[config.mk]
export PLATFORM = sky130hd
export DESIGN_NAME = bus_simple_arb2
export DESIGN_NICKNAME = d
export VERILOG_FILES = /design/src/rtl/bus_simple_arb2.sv
export SDC_FILE = /design/constraint.sdc
export NUM_CORES = 1
export LEC_CHECK = 0
export ABC_AREA = 1
export CORE_AREA = 2 2 121 123
export CTS_CLUSTER_SIZE = 8
export DETAILED_ROUTE_END_ITERATION = 7
export DIE_AREA = 0 0 123 125
export HOLD_SLACK_MARGIN = 0.02
export SLEW_MARGIN = 10
export SYNTH_ARGS = -nofsm -noshare
export SYNTH_HDL_FRONTEND = slang
export SYNTH_SLANG_ARGS = --single-unit
[constraint.sdc]
create_clock -name clk -period 1.5 [get_ports clk]
set_input_delay 0.225 -clock clk [delete_from_list [all_inputs] [get_ports clk]]
set_output_delay 0.225 -clock clk [all_outputs]
set_load 0.01 [all_outputs]
[src/rtl/bus_simple_arb2.sv]
// Two-requester round-robin arbiter onto one shared slave, one transaction in flight (IDLE/RESP).
// Define BUS_ARB_TIMEOUT_EN to add a RESP timeout that returns a forced response and pulses arb_timeout.
module bus_simple_arb2 #(
  parameter int TIMEOUT_CYCLES = 16
) (
  input  logic        clk,
  input  logic        rst_n,
  input  logic        m0_valid,
  input  logic        m0_write,
  input  logic [31:0] m0_addr,
  input  logic [31:0] m0_wdata,
  input  logic [3:0]  m0_wstrb,
  output logic        m0_ready,
  output logic [31:0] m0_rdata,
  output logic        m0_rvalid,
  input  logic        m1_valid,
  input  logic        m1_write,
  input  logic [31:0] m1_addr,
  input  logic [31:0] m1_wdata,
  input  logic [3:0]  m1_wstrb,
  output logic        m1_ready,
  output logic [31:0] m1_rdata,
  output logic        m1_rvalid,
  output logic        s_valid,
  output logic        s_write,
  output logic [31:0] s_addr,
  output logic [31:0] s_wdata,
  output logic [3:0]  s_wstrb,
  input  logic        s_ready,
  input  logic [31:0] s_rdata,
  input  logic        s_rvalid,
  output logic        arb_owner,
  output logic        arb_busy
`ifdef BUS_ARB_TIMEOUT_EN
  ,
  output logic        arb_timeout
`endif
);

  if (TIMEOUT_CYCLES < 2 || TIMEOUT_CYCLES > 255) begin : g_bad_timeout
    $error("TIMEOUT_CYCLES out of range 2..255");
  end

  typedef enum logic {IDLE = 1'b0, RESP = 1'b1} state_t;

  state_t state_q, state_d;
  logic   owner_q, owner_d;
  logic   wr_q, wr_d;
  logic   last_grant_q, last_grant_d;

  logic grant, issue, in_resp, wr_rsp, rd_rsp, to_hit, done;
  logic rsp_ready, rsp_rvalid;
  logic [31:0] rsp_rdata;

  assign in_resp = (state_q == RESP);
  // On a tie the port that did not win last time goes next.
  assign grant   = (m0_valid && m1_valid) ? ~last_grant_q : m1_valid;
  assign issue   = rst_n && (state_q == IDLE) && (m0_valid || m1_valid);
  // Wrong-type responses fall through both terms and are dropped.
  assign wr_rsp  = in_resp && wr_q && s_ready;
  assign rd_rsp  = in_resp && !wr_q && s_rvalid;

`ifdef BUS_ARB_TIMEOUT_EN
  logic [7:0] cnt_q, cnt_d;
  assign to_hit      = in_resp && !wr_rsp && !rd_rsp && (cnt_q == 8'(TIMEOUT_CYCLES - 1));
  assign arb_timeout = rst_n && to_hit;
`else
  assign to_hit = 1'b0;
`endif

  assign done       = wr_rsp || rd_rsp || to_hit;
  assign rsp_ready  = rst_n && wr_q && (wr_rsp || to_hit);
  assign rsp_rvalid = rst_n && !wr_q && (rd_rsp || to_hit);
  assign rsp_rdata  = !rsp_rvalid ? 32'h0 : (rd_rsp ? s_rdata : 32'hDEAD_BEEF);

  assign m0_ready  = rsp_ready  && !owner_q;
  assign m0_rvalid = rsp_rvalid && !owner_q;
  assign m0_rdata  = owner_q ? 32'h0 : rsp_rdata;
  assign m1_ready  = rsp_ready  && owner_q;
  assign m1_rvalid = rsp_rvalid && owner_q;
  assign m1_rdata  = owner_q ? rsp_rdata : 32'h0;

  assign s_valid = issue;
  assign s_write = issue && (grant ? m1_write : m0_write);
  assign s_addr  = !issue ? 32'h0 : (grant ? m1_addr  : m0_addr);
  assign s_wdata = !issue ? 32'h0 : (grant ? m1_wdata : m0_wdata);
  assign s_wstrb = !issue ? 4'h0  : (grant ? m1_wstrb : m0_wstrb);

  assign arb_owner = owner_q;
  assign arb_busy  = rst_n && in_resp;

  always_comb begin
    state_d      = state_q;
    owner_d      = owner_q;
    wr_d         = wr_q;
    last_grant_d = last_grant_q;
    if (issue) begin
      state_d      = RESP;
      owner_d      = grant;
      wr_d         = s_write;
      last_grant_d = grant;
    end else if (in_resp && done) begin
      state_d = IDLE;
    end
  end

`ifdef BUS_ARB_TIMEOUT_EN
  always_comb begin
    cnt_d = cnt_q;
    if (issue)
      cnt_d = 8'h0;
    else if (in_resp && !done)
      cnt_d = cnt_q + 8'h1;
  end
`endif

  always_ff @(posedge clk or negedge rst_n) begin
    if (!rst_n) begin
      state_q      <= IDLE;
      owner_q      <= 1'b0;
      wr_q         <= 1'b0;
      last_grant_q <= 1'b1;
`ifdef BUS_ARB_TIMEOUT_EN
      cnt_q        <= 8'h0;
`endif
    end else begin
      state_q      <= state_d;
      owner_q      <= owner_d;
      wr_q         <= wr_d;
      last_grant_q <= last_grant_d;
`ifdef BUS_ARB_TIMEOUT_EN
      cnt_q        <= cnt_d;
`endif
    end
  end

endmodule

Word level (Yosys, flattened, before mapping)
Cells that the tools add are included.
{"block": "word_totals", "output_inout_bits": 140, "register_bits": 4}
{"block": "op_classes", "mux": 14, "bitwise": 2, "reduce_logical": 23}
{"cell": "$mux W32", "n": 8}
{"cell": "$logic_and A1 B1 Y1", "n": 18}
{"cell": "$mux W4", "n": 2}
{"cell": "$mux W1", "n": 4}
{"cell": "$logic_not A1 Y1", "n": 2}
{"cell": "$logic_or A1 B1 Y1", "n": 2}
{"cell": "$not A1 Y1", "n": 2}
{"cell": "$reduce_bool A2 Y1", "n": 1}

Logic depth before layout (Yosys ltp)
Gate-level depths: netlist of run 1.
{"block": "logic_depth", "ltp_word": 7, "mapped_depth": 7}

Worst setup path after synthesis of run 1
Ideal clock, no wire load.
{"block": "synth_path", "path_kind": "flip-flop to output port", "startpoint": "register last_grant_q", "endpoint": "output s_wdata[26]", "stages_incl_launch_ff": 7, "arrival_time_ps": 1239, "n_path_buf": 2, "setup_slack_ps": 36, "cell_sequence": "dfstp_2 > nand2_1 > nand2_2 > buf_6 > buf_2 > o21ai_1 > nor2_1"}
{"block": "synth_via", "elab_chain_len": 4}
{"element": "from (decl)", "line_no": "49", "rtl": "logic last_grant_q, last_grant_d;"}
{"element": "from (signal assigned)", "line_no": "130", "rtl": "last_grant_q <= last_grant_d;"}
{"element": "$not A1 Y1", "line_no": "57", "rtl": "assign grant = (m0_valid && m1_valid) ? ~last_grant_q : m1_valid;"}
{"element": "$mux W1", "line_no": "57"}
{"element": "$mux W32 (2 in series)", "line_no": "86", "rtl": "assign s_wdata = !issue ? 32'h0 : (grant ? m1_wdata : m0_wdata);"}
{"element": "to (decl)", "line_no": "27", "rtl": "output logic [31:0] s_wdata,"}
Every way passes these cells.

Worst setup path after layout of run 1
{"block": "layout_path", "startpoint": "register state_q (netlist: in_resp)", "endpoint": "output m0_rdata[25]"}
{"block": "layout_via", "elab_chain_len": 5, "elab_cells_between_ends": 6, "cone_classes": "mux (3); reduce/logical (3)"}
{"element": "from (decl)", "line_no": "46", "rtl": "state_t state_q, state_d;"}
{"element": "from (signal assigned)", "line_no": "127", "rtl": "state_q <= state_d;"}
{"element": "$logic_and A1 B1 Y1 (*) (2 in series)", "line_no": "61", "rtl": "assign rd_rsp = in_resp && !wr_q && s_rvalid;"}
{"element": "$mux W32 or $logic_and A1 B1 Y1 (tied branches)", "line_no": "74, 73"}
{"element": "$mux W32 (*)", "line_no": "74", "rtl": "assign rsp_rdata = !rsp_rvalid ? 32'h0 : (rd_rsp ? s_rdata : 32'hDEAD_BEEF);"}
{"element": "$mux W32 (*)", "line_no": "78", "rtl": "assign m0_rdata = owner_q ? 32'h0 : rsp_rdata;"}
{"element": "to (decl)", "line_no": "14", "rtl": "output logic [31:0] m0_rdata,"}
Mark *: on every way between the ends. The rest lies on a longest branch, timed or not.

==> results of run 1 <==
==> worst max-delay path by stage <==
stage / startpoint / end
2_1_floorplan: last_grant_q / s_wdata[26]
3_3_place_gp: m0_valid / s_addr[31]
3_5_place_dp: m1_valid / s_addr[0]
4_1_cts: last_grant_q / s_addr[31]
5_1_grt: last_grant_q / s_wdata[4]
6_report: in_resp / m0_rdata[25]
==> cell type report <==
cell class	count	area [um2]	share of cell area, %
antenna	1	2.50	0.0352
inverter	44	188	2.64
sequential	4	101	1.43
timing repair buffer	412	4270	60.1
tap	184	230	3.24
multi-input combinational	292	2240	31.5
clock buffer	4	78.8	1.11
==> worst max-delay path, cell delays in order (launching register included) <==
cell and delay, ps:
dfrtp_1 370, buf_6 110, nand3_4 70, nor2_4 140, buf_6 130, nand2_8 70, buf_12 160, clkbuf_16 170
nor2_4 90, buf_6 110
==> power by group <==
group / leakage (nW) / switching [mW] / internal (mW)
Clock: 0.0382 / 0.0849 / 0.352
Sequential: 0.0470 / 0.0411 / 0.172
Combinational: 3.08 / 2.12 / 2.49
Total: 3.17 / 2.24 / 3.02
==> cells in the final DEF, fill, tap and decap left out, drive strengths merged <==
master,netlist,routed
clkinv,0,2
nand2,13,13
nand3,5,5
clkbuf,2,8
dfrtp,3,3
dlygate4sd2,0,5
diode,0,1
o21ai,69,69
buf,25,231
clkdlybuf4s50,0,171
nor3,2,2
dlymetal6s2s,0,1
inv,44,42
nor2,203,203
dfstp,1,1
==> metal layers <==
metal	wire length [um]	part of all wire, %	GRT usage (%)	vias to the layer above
li1	-	-	-	1905
met1	5040	34	17.5	1748
met2	8290	56	32.6	196
met3	1130	7.6	3.51	25
met4	325	2.2	3.07	0
met5	0	0	0	-
==> logic make-up (layout without fill, tap and decap cells) <==
logic type,Yosys count,in the layout,synth area share [%]
buffers and inverters,71,460,19.2
AOI/OAI and AO/OA,69,69,21.3
and+or+nand+nor,223,223,53.3
DFF,4,4,6.25
other,0,1,0
==> state kept, by name, indices dropped and copies added, names as in the netlist <==
signal / cells
arb_owner: 1
in_resp: 1
wr_q: 1
last_grant_q: 1
==> repair_timing <==
action                     4_1_cts  5_1_grt
resized for setup              696      292
pin swaps                       18       43
setup buffers                   26       14
hold buffers                     0        0
cloned                          14        4
setup endpoints to repair      139      141
==> stage by stage <==
step	hold slack [ps]	std cells
4_1_cts	90.8	931
2_1_floorplan	-70.6	367
3_3_place_gp	451	887
3_5_place_dp	454	887
5_1_grt	125	941
6_report	93.2	941
==> results.py, run 1 <==
metrics = {
    "logic_synthesis": {
        "synth_ff_type": "dfrtp_1",
        "synth_top_area_share_pct": 46.6,
        "synth_area_leaders": "nor2_1, o21ai_1, inv_1",
        "ys_types": 18,
        "synth_area_per_cell_um2": 4.41,
        "synth_seq_cells": 4,
        "synth_top_area_cell": "nor2_1",
        "synth-seq-area-share_pct": 6.25,
        "syn_inst": 367,
        "synth_area_um2": 1620,
        "synthMostInstantiatedCell": "nor2_1",
        "synth-async-reset-ratio_pct": 100,
        "yosysWarnings": 0,
        "syn_nets": 543,
        "synth-edff-count": 0,
        "netlist_top_cells_count": "nor2_1, o21ai_1, inv_1",
    },
    "route": {
        "wire_per_inst_um": 15.7,
        "wl_um": 14800,
        "ant_nets": 0,
        "drt_iter0_drc": 85,
        "drc": 0,
        "via_count": 3874,
        "drt_pass1_iterations": 4,
        "via_per_inst": 4.12,
    },
    "worst_hold_path": {
        "hold_class": "in -> async",
    },
    "floorplanning": {
        "die_x_um": 123,
        "die_area_um2": 15400,
        "rows": 44,
        "start_util_pct": 11.4,
        "pin_count": 316,
        "die_height_um": 125,
        "core_um2": 14200,
    },
    "sta": {
        "finalSetupTns_ps": -40440,
        "rsz0062_at_grt": "true",
        "worst_slew_pin_slew_ps": 263,
        "fmaxAchievable_mhz": 533,
        "max-slew-margin-rel_pct": 82.5,
        "clock_skew_ps": 0.464,
        "min_period_ps": 1880,
        "slew_viol_final": 0,
        "setup-violations-final": 137,
        "layout_setup_ws_ps": -378,
        "period_share_pct": 125,
        "final-hold-violation-count": 0,
    },
    "setup_path": {
        "cp_max_fo": 5,
        "reg2reg_slack_ps": -60,
        "r2r-start": "last_grant_q",
        "r2r_cells": 10,
        "r2r-end": "wr_q",
        "required_ps": 1270,
        "critPathKind": "reg -> out",
        "cp-end-kind": "output pin",
        "cp.arrival_ps": 1650,
        "cp-start-kind": "flop",
    },
    "layout": {
        "postLayoutCoreUtil_pct": 50.0,
        "final_area_um2": 7110,
        "fillers": 1325,
        "nets": 933,
        "drive_above_1_share_pct": 53.4,
        "area_delta_synth_final_pct": 339,
    },
    "clock_network": {
        "clk_latency_ps": 230,
        "clockBufferDepth": 2,
        "cts_buffers": 3,
        "root_buffer": "clkbuf_16",
        "cts_tree": "built",
        "cts_sinks": 4,
        "clk_pin_slew_ps": 30,
        "h-tree-depth": 1,
    },
    "power": {
        "leakage_nw": 3.17,
        "vdd_drop_max_mv": 0.382,
        "total_power_mw": 5.26,
        "p_per_area_nw_per_um2": 740,
    },
    "placement": {
        "place_ws_ps": -792,
        "hpwlAfterDp_um": 9390,
        "io_buffers": 315,
        "gp_congestion": 0.853,
        "place_area_um2": 5340,
    },
    "flow_run": {
        "drv_cap": 0,
    },
    "grt": {
        "grt-ovfl-total": 0,
        "grt_max_degree": 12,
        "grt_pass1_wl_um": 19800,
        "grtUsageTotal_pct": 16.5,
        "antenna_found_initial": 1,
        "grt_pass1_vias": 3702,
    },
    "outcome": {
        "status": "finished with violations",
        "violations": "setup timing",
    },
}
(Power assumes the default switching activity.)
==> inputs of run 2 (changes only) <==
- CTS_CLUSTER_SIZE: 8 -> not set
- TNS_END_PERCENT: not set -> 10
==> run 2 against run 1 <==
  * The flow still finishes with violations (setup timing)
  * Global-route usage shrank 1.3 points
  * Count of clock-buffer cells in the layout is the same
  * Cell count shrank 3.1%
  * Via count shrank 7.3%
  * Critical path type unchanged
  * Combinational power shrank 23%
  * Critical endpoint is now s_wdata[11]
  * Largest cell class unchanged
==> results.py, run 2 (same netlist as run 1, synthesis figures left out) <==
metrics = {
    "outcome": {
        "status": "finished with violations",
        "violations": "setup timing",
    },
    "sta": {
        "max-slew-margin-rel_pct": 83.0,
        "fmaxAchievable_mhz": 538,
        "setup-violations-final": 136,
        "clock_skew_ps": 0.160,
        "rsz0062_at_grt": "true",
        "min_period_ps": 1860,
        "slew_viol_final": 0,
        "layout_setup_ws_ps": -358,
        "worst_slew_pin_slew_ps": 255,
        "period_share_pct": 124,
        "final-hold-violation-count": 0,
    },
    "clock_network": {
        "h-tree-depth": 1,
        "root_buffer": "clkbuf_16",
        "clockBufferDepth": 2,
        "clk_pin_slew_ps": 30,
        "cts_tree": "built",
        "cts_buffers": 3,
        "cts_sinks": 4,
        "clk_latency_ps": 230,
    },
    "setup_path": {
        "r2r-start": "last_grant_q",
        "cp_slowest_cell": "dfstp_2",
        "critPathMaxStageDelay_ps": 540,
        "cp_common_cell": "nor2_1",
        "cp-startpoint": "last_grant_q",
        "r2r_cells": 7,
        "critPathKind": "reg -> out",
        "crit_chain": "nand2_4 -> nand2_8 -> clkinv_8 -> bufbuf_16 -> nor2_1 -> nor2_1 -> buf_2",
        "reg2reg_slack_ps": 150,
        "cp.arrival_ps": 1630,
        "cp-end-kind": "output pin",
        "cp_max_fo": 11,
        "required_ps": 1270,
        "cp-start-kind": "flop",
        "r2r-end": "arb_owner",
    },
    "route": {
        "via_per_inst": 3.94,
        "drt_pass1_iterations": 4,
        "via_count": 3592,
        "wl_um": 12500,
        "wire_per_inst_um": 13.7,
        "drt_iter0_drc": 97,
        "ant_nets": 0,
        "drc": 0,
    },
    "worst_hold_path": {
        "hold_class": "in -> async",
    },
    "floorplanning": {
        "start_util_pct": 11.4,
        "pin_count": 316,
        "rows": 44,
        "die_height_um": 125,
        "core_um2": 14200,
        "die_x_um": 123,
        "die_area_um2": 15400,
    },
    "layout": {
        "drive_above_1_share_pct": 40.3,
        "final_area_um2": 5630,
        "layout_common_cells": "clkdlybuf4s50_1, nor2_1, buf_2",
        "final_common_cell": "clkdlybuf4s50_1",
        "nets": 904,
        "area_delta_synth_final_pct": 247,
        "postLayoutCoreUtil_pct": 39.6,
    },
    "flow_run": {
        "drv_cap": 0,
    },
    "power": {
        "seqPwrFrac_pct": 4.9,
        "total_power_mw": 4.21,
        "vdd_drop_max_mv": 0.347,
        "cellInternalPower_mw": 2.44,
        "p_clk_share_pct": 10.3,
        "net-switching-power_mw": 1.77,
        "p_per_area_nw_per_um2": 749,
        "comb_power_share_pct": 84.7,
        "leakage_nw": 2.86,
        "p_sw_share_pct": 42.0,
    },
    "placement": {
        "hpwlAfterDp_um": 9390,
        "io_buffers": 315,
        "gp_congestion": 0.853,
        "place_area_um2": 5340,
    },
    "grt": {
        "grt_pass1_vias": 3537,
        "grt_pass1_wl_um": 18300,
        "antenna_found_initial": 1,
        "grt-ovfl-total": 0,
        "grtUsageTotal_pct": 15.1,
        "grt_max_degree": 34,
    },
}
## run 2: layer usage
layer | vias up | part of all wire, % | GRT usage [%] | wire (um)
met5 | - | 0 | 0 | 0
met4 | 0 | 2.7 | 3.74 | 333
met3 | 26 | 9.4 | 3.51 | 1170
met2 | 194 | 52 | 29.7 | 6480
met1 | 1529 | 36 | 15.8 | 4510
li1 | 1843 | - | - | -
## run 2: area by class of cell
cell class / instances / area [um2]
clock buffers: 4 / 78.8
diodes: 1 / 2.50
well taps: 184 / 230
flip-flops and latches: 4 / 101
multi-input cells: 292 / 1580
fillers: 1542 / 8580
inverters: 44 / 178
repair buffers: 383 / 3460
## run 2: worst max path at each step
stage	to	slack, ps	depth (start not counted)
floorplan	s_wdata[26]	40	6
global placement	s_addr[31]	-780	9
detailed placement	s_addr[0]	-790	8
CTS	s_addr[29]	-430	9
global route	s_addr[23]	-410	8
finish	s_wdata[11]	-360	7
## run 2: power groups by stage
stage	clock, mW	combinational, mW	sequential [mW]
after global placement	0	3.14	0.200
after CTS	0.442	3.43	0.202
after floorplan	0	1.13	0.216
after global routing	0.448	3.87	0.214
final	0.436	3.57	0.208
after detailed placement	0	3.14	0.201
## run 2: timing repair
item	4_1_cts	5_1_grt
endpoints found under the hold margin	0	0
hold buffers	0	0
endpoints found under the setup margin	139	139
resized for setup	624	74
pin swaps	12	11
buffers inserted	12	2
cloned	7	1
## run 2: worst max-delay path, delay by kind of cell, from the launching register on
kind / cells / cell delay [ps]
buffers and inverters: 3 / 520
DFF: 1 / 540
and+or+nand+nor: 4 / 330
## run 2: metrics by stage
step | instances | hold WS, ps | TNS [ps] | setup slack [ps]
floorplan | 367 | -70.6 | 0 | 36.4
global placement | 887 | 451 | -94290 | -781
detailed placement | 887 | 454 | -95520 | -792
CTS | 910 | 90.8 | -34010 | -428
global route | 912 | 125 | -41420 | -410
finish | 912 | 90.2 | -31690 | -358
==> inputs of run 3 (changes only) <==
- SKIP_CTS_REPAIR_TIMING: not set -> 1
==> run 3 against run 2 <==
  * Clock skew hardly changed
  * Combinational power fell by 5%
  * Worst setup slack got worse by 200 ps
  * Cell count grew 0.77%
  * The run still ends with setup timing left
==> results.py, run 3 (same netlist as run 1, synthesis figures left out) <==
metrics = {
    "clock_network": {
        "root_buffer": "clkbuf_16",
        "h-tree-depth": 1,
        "cts_sinks": 4,
        "clk_latency_ps": 230,
        "clockBufferDepth": 2,
        "cts_buffers": 3,
        "clk_pin_slew_ps": 30,
        "cts_tree": "built",
    },
    "power": {
        "p_sw_share_pct": 41.3,
        "net-switching-power_mw": 1.67,
        "total_power_mw": 4.03,
        "comb_power_share_pct": 84.0,
        "seqPwrFrac_pct": 5.2,
        "vdd_drop_max_mv": 0.352,
        "p_clk_share_pct": 10.8,
        "leakage_nw": 2.97,
        "cellInternalPower_mw": 2.37,
        "p_per_area_nw_per_um2": 742,
    },
    "setup_path": {
        "r2r_cells": 7,
        "r2r-start": "last_grant_q",
        "cp-start-kind": "flop",
        "required_ps": 1270,
        "cp_max_fo": 20,
        "cp.arrival_ps": 1840,
        "path_buf_inv": 3,
        "crit_chain": "buf_4 -> nand3_4 -> nor2_4 -> nand2_4 -> buf_12 -> nor2_1 -> clkdlybuf4s50_1",
        "reg2reg_slack_ps": 40,
        "r2r-end": "arb_owner",
        "critPathTopFamily": "buffers and inverters",
        "critPathMaxStageDelay_ps": 550,
        "cp-end-kind": "output pin",
        "cp_slowest_cell": "clkdlybuf4s50_1",
        "critPathKind": "reg -> out",
    },
    "grt": {
        "antenna_found_initial": 1,
        "grt_pass1_wl_um": 16300,
        "grt-ovfl-total": 0,
        "grtUsageTotal_pct": 13.2,
        "use_met1_pct": 13.3,
        "met2_usage_pct": 26.3,
        "grt_util_met3_pct": 3.74,
        "grt_max_degree": 34,
        "top_usage_layer": "met2",
        "grt_pass1_vias": 3289,
    },
    "floorplanning": {
        "core_um2": 14200,
        "die_x_um": 123,
        "pin_count": 316,
        "start_util_pct": 11.4,
        "rows": 44,
        "die_height_um": 125,
        "die_area_um2": 15400,
    },
    "layout": {
        "area_delta_synth_final_pct": 235,
        "drive_above_1_share_pct": 33.5,
        "final_common_cell": "clkdlybuf4s50_1",
        "nets": 911,
        "layout_common_cells": "clkdlybuf4s50_1, nor2_1, buf_2",
    },
    "sta": {
        "max-slew-margin-rel_pct": 80.7,
        "final-hold-violation-count": 0,
        "rsz0062_at_grt": "true",
        "fmaxAchievable_mhz": 485,
        "worst_slew_pin_slew_ps": 289,
        "layout_setup_ws_ps": -562,
        "clock_skew_ps": 0.0994,
        "min_period_ps": 2060,
        "slew_viol_final": 0,
        "holdWs_ps": 129,
        "setup-violations-final": 134,
        "period_share_pct": 137,
    },
    "worst_hold_path": {
        "hold_class": "in -> async",
    },
    "placement": {
        "hpwlAfterDp_um": 9390,
        "io_buffers": 315,
        "gp_congestion": 0.853,
    },
    "route": {
        "drt_iter0_drc": 90,
        "via_per_inst": 3.90,
        "wire_per_inst_um": 13.4,
        "drt_pass1_iterations": 4,
        "wl_um": 12400,
        "via_count": 3582,
        "drc": 0,
        "ant_nets": 0,
    },
    "outcome": {
        "status": "finished with violations",
        "violations": "setup timing",
    },
    "flow_run": {
        "drv_cap": 0,
    },
}
==> run 3: changes by cell type in the layout (fill, tap and decap cells not counted), moves of 3 or more <==
cell,change
clkdlybuf4s50_1,+4
clkbuf_16,+6
nor2_4,-19
buf_16,-4
clkbuf_2,+60
dlymetal6s2s_1,+14
buf_6,-8
nor2_1,+38
nor2_2,-19
buf_2,-62
buf_4,+14
dlygate4sd2_1,-4
clkdlybuf4s15_2,-9
nand2_4,-3
==> run 3: final cells by class <==
| class | count | area [um2] |
|---|---|---|
| antenna | 1 | 2.50 |
| inverter | 44 | 178 |
| timing repair buffer | 390 | 3480 |
| clock buffer | 4 | 78.8 |
| tap | 184 | 230 |
| multi-input combinational | 292 | 1360 |
| sequential | 4 | 101 |
| fill | 1566 | 8770 |
==> run 3: how the worst max path moves through the flow <==
stage	from	end	slack (ps)	cells after the start
4_1_cts	m1_valid	s_addr[0]	-810	8
6_report	in_resp	m0_rdata[25]	-560	7
5_1_grt	in_resp	m0_rdata[25]	-670	7
3_5_place_dp	m1_valid	s_addr[0]	-790	8
2_1_floorplan	last_grant_q	s_wdata[26]	40	6
3_3_place_gp	m0_valid	s_addr[31]	-780	9
==> run 3: per-stage QoR <==
stage	std cells	worst slack [ps]	setup TNS [ps]	instance area [um2]	util, %
2_1_floorplan	367	36.4	0	1620	-
3_3_place_gp	887	-781	-94290	5340	37.6
3_5_place_dp	887	-792	-95520	5340	37.6
4_1_cts	891	-808	-97480	5420	38.2
5_1_grt	919	-667	-46610	5440	38.3
6_report	919	-562	-35960	5440	38.3
==> run 3: per-layer routing <==
layer	share of wire (%)	vias up
met2	53	183
met5	0	-
met1	36	1537
li1	-	1850
met3	9.7	12
met4	1.1	0
==> run 3: power by group through the flow <==
stage | logic [mW] | clock network [mW] | registers [mW]
after global placement | 3.14 | 0 | 0.200
final | 3.39 | 0.435 | 0.211
after floorplan | 1.13 | 0 | 0.216
after global routing | 3.69 | 0.448 | 0.217
after CTS | 3.16 | 0.442 | 0.199
after detailed placement | 3.14 | 0 | 0.201
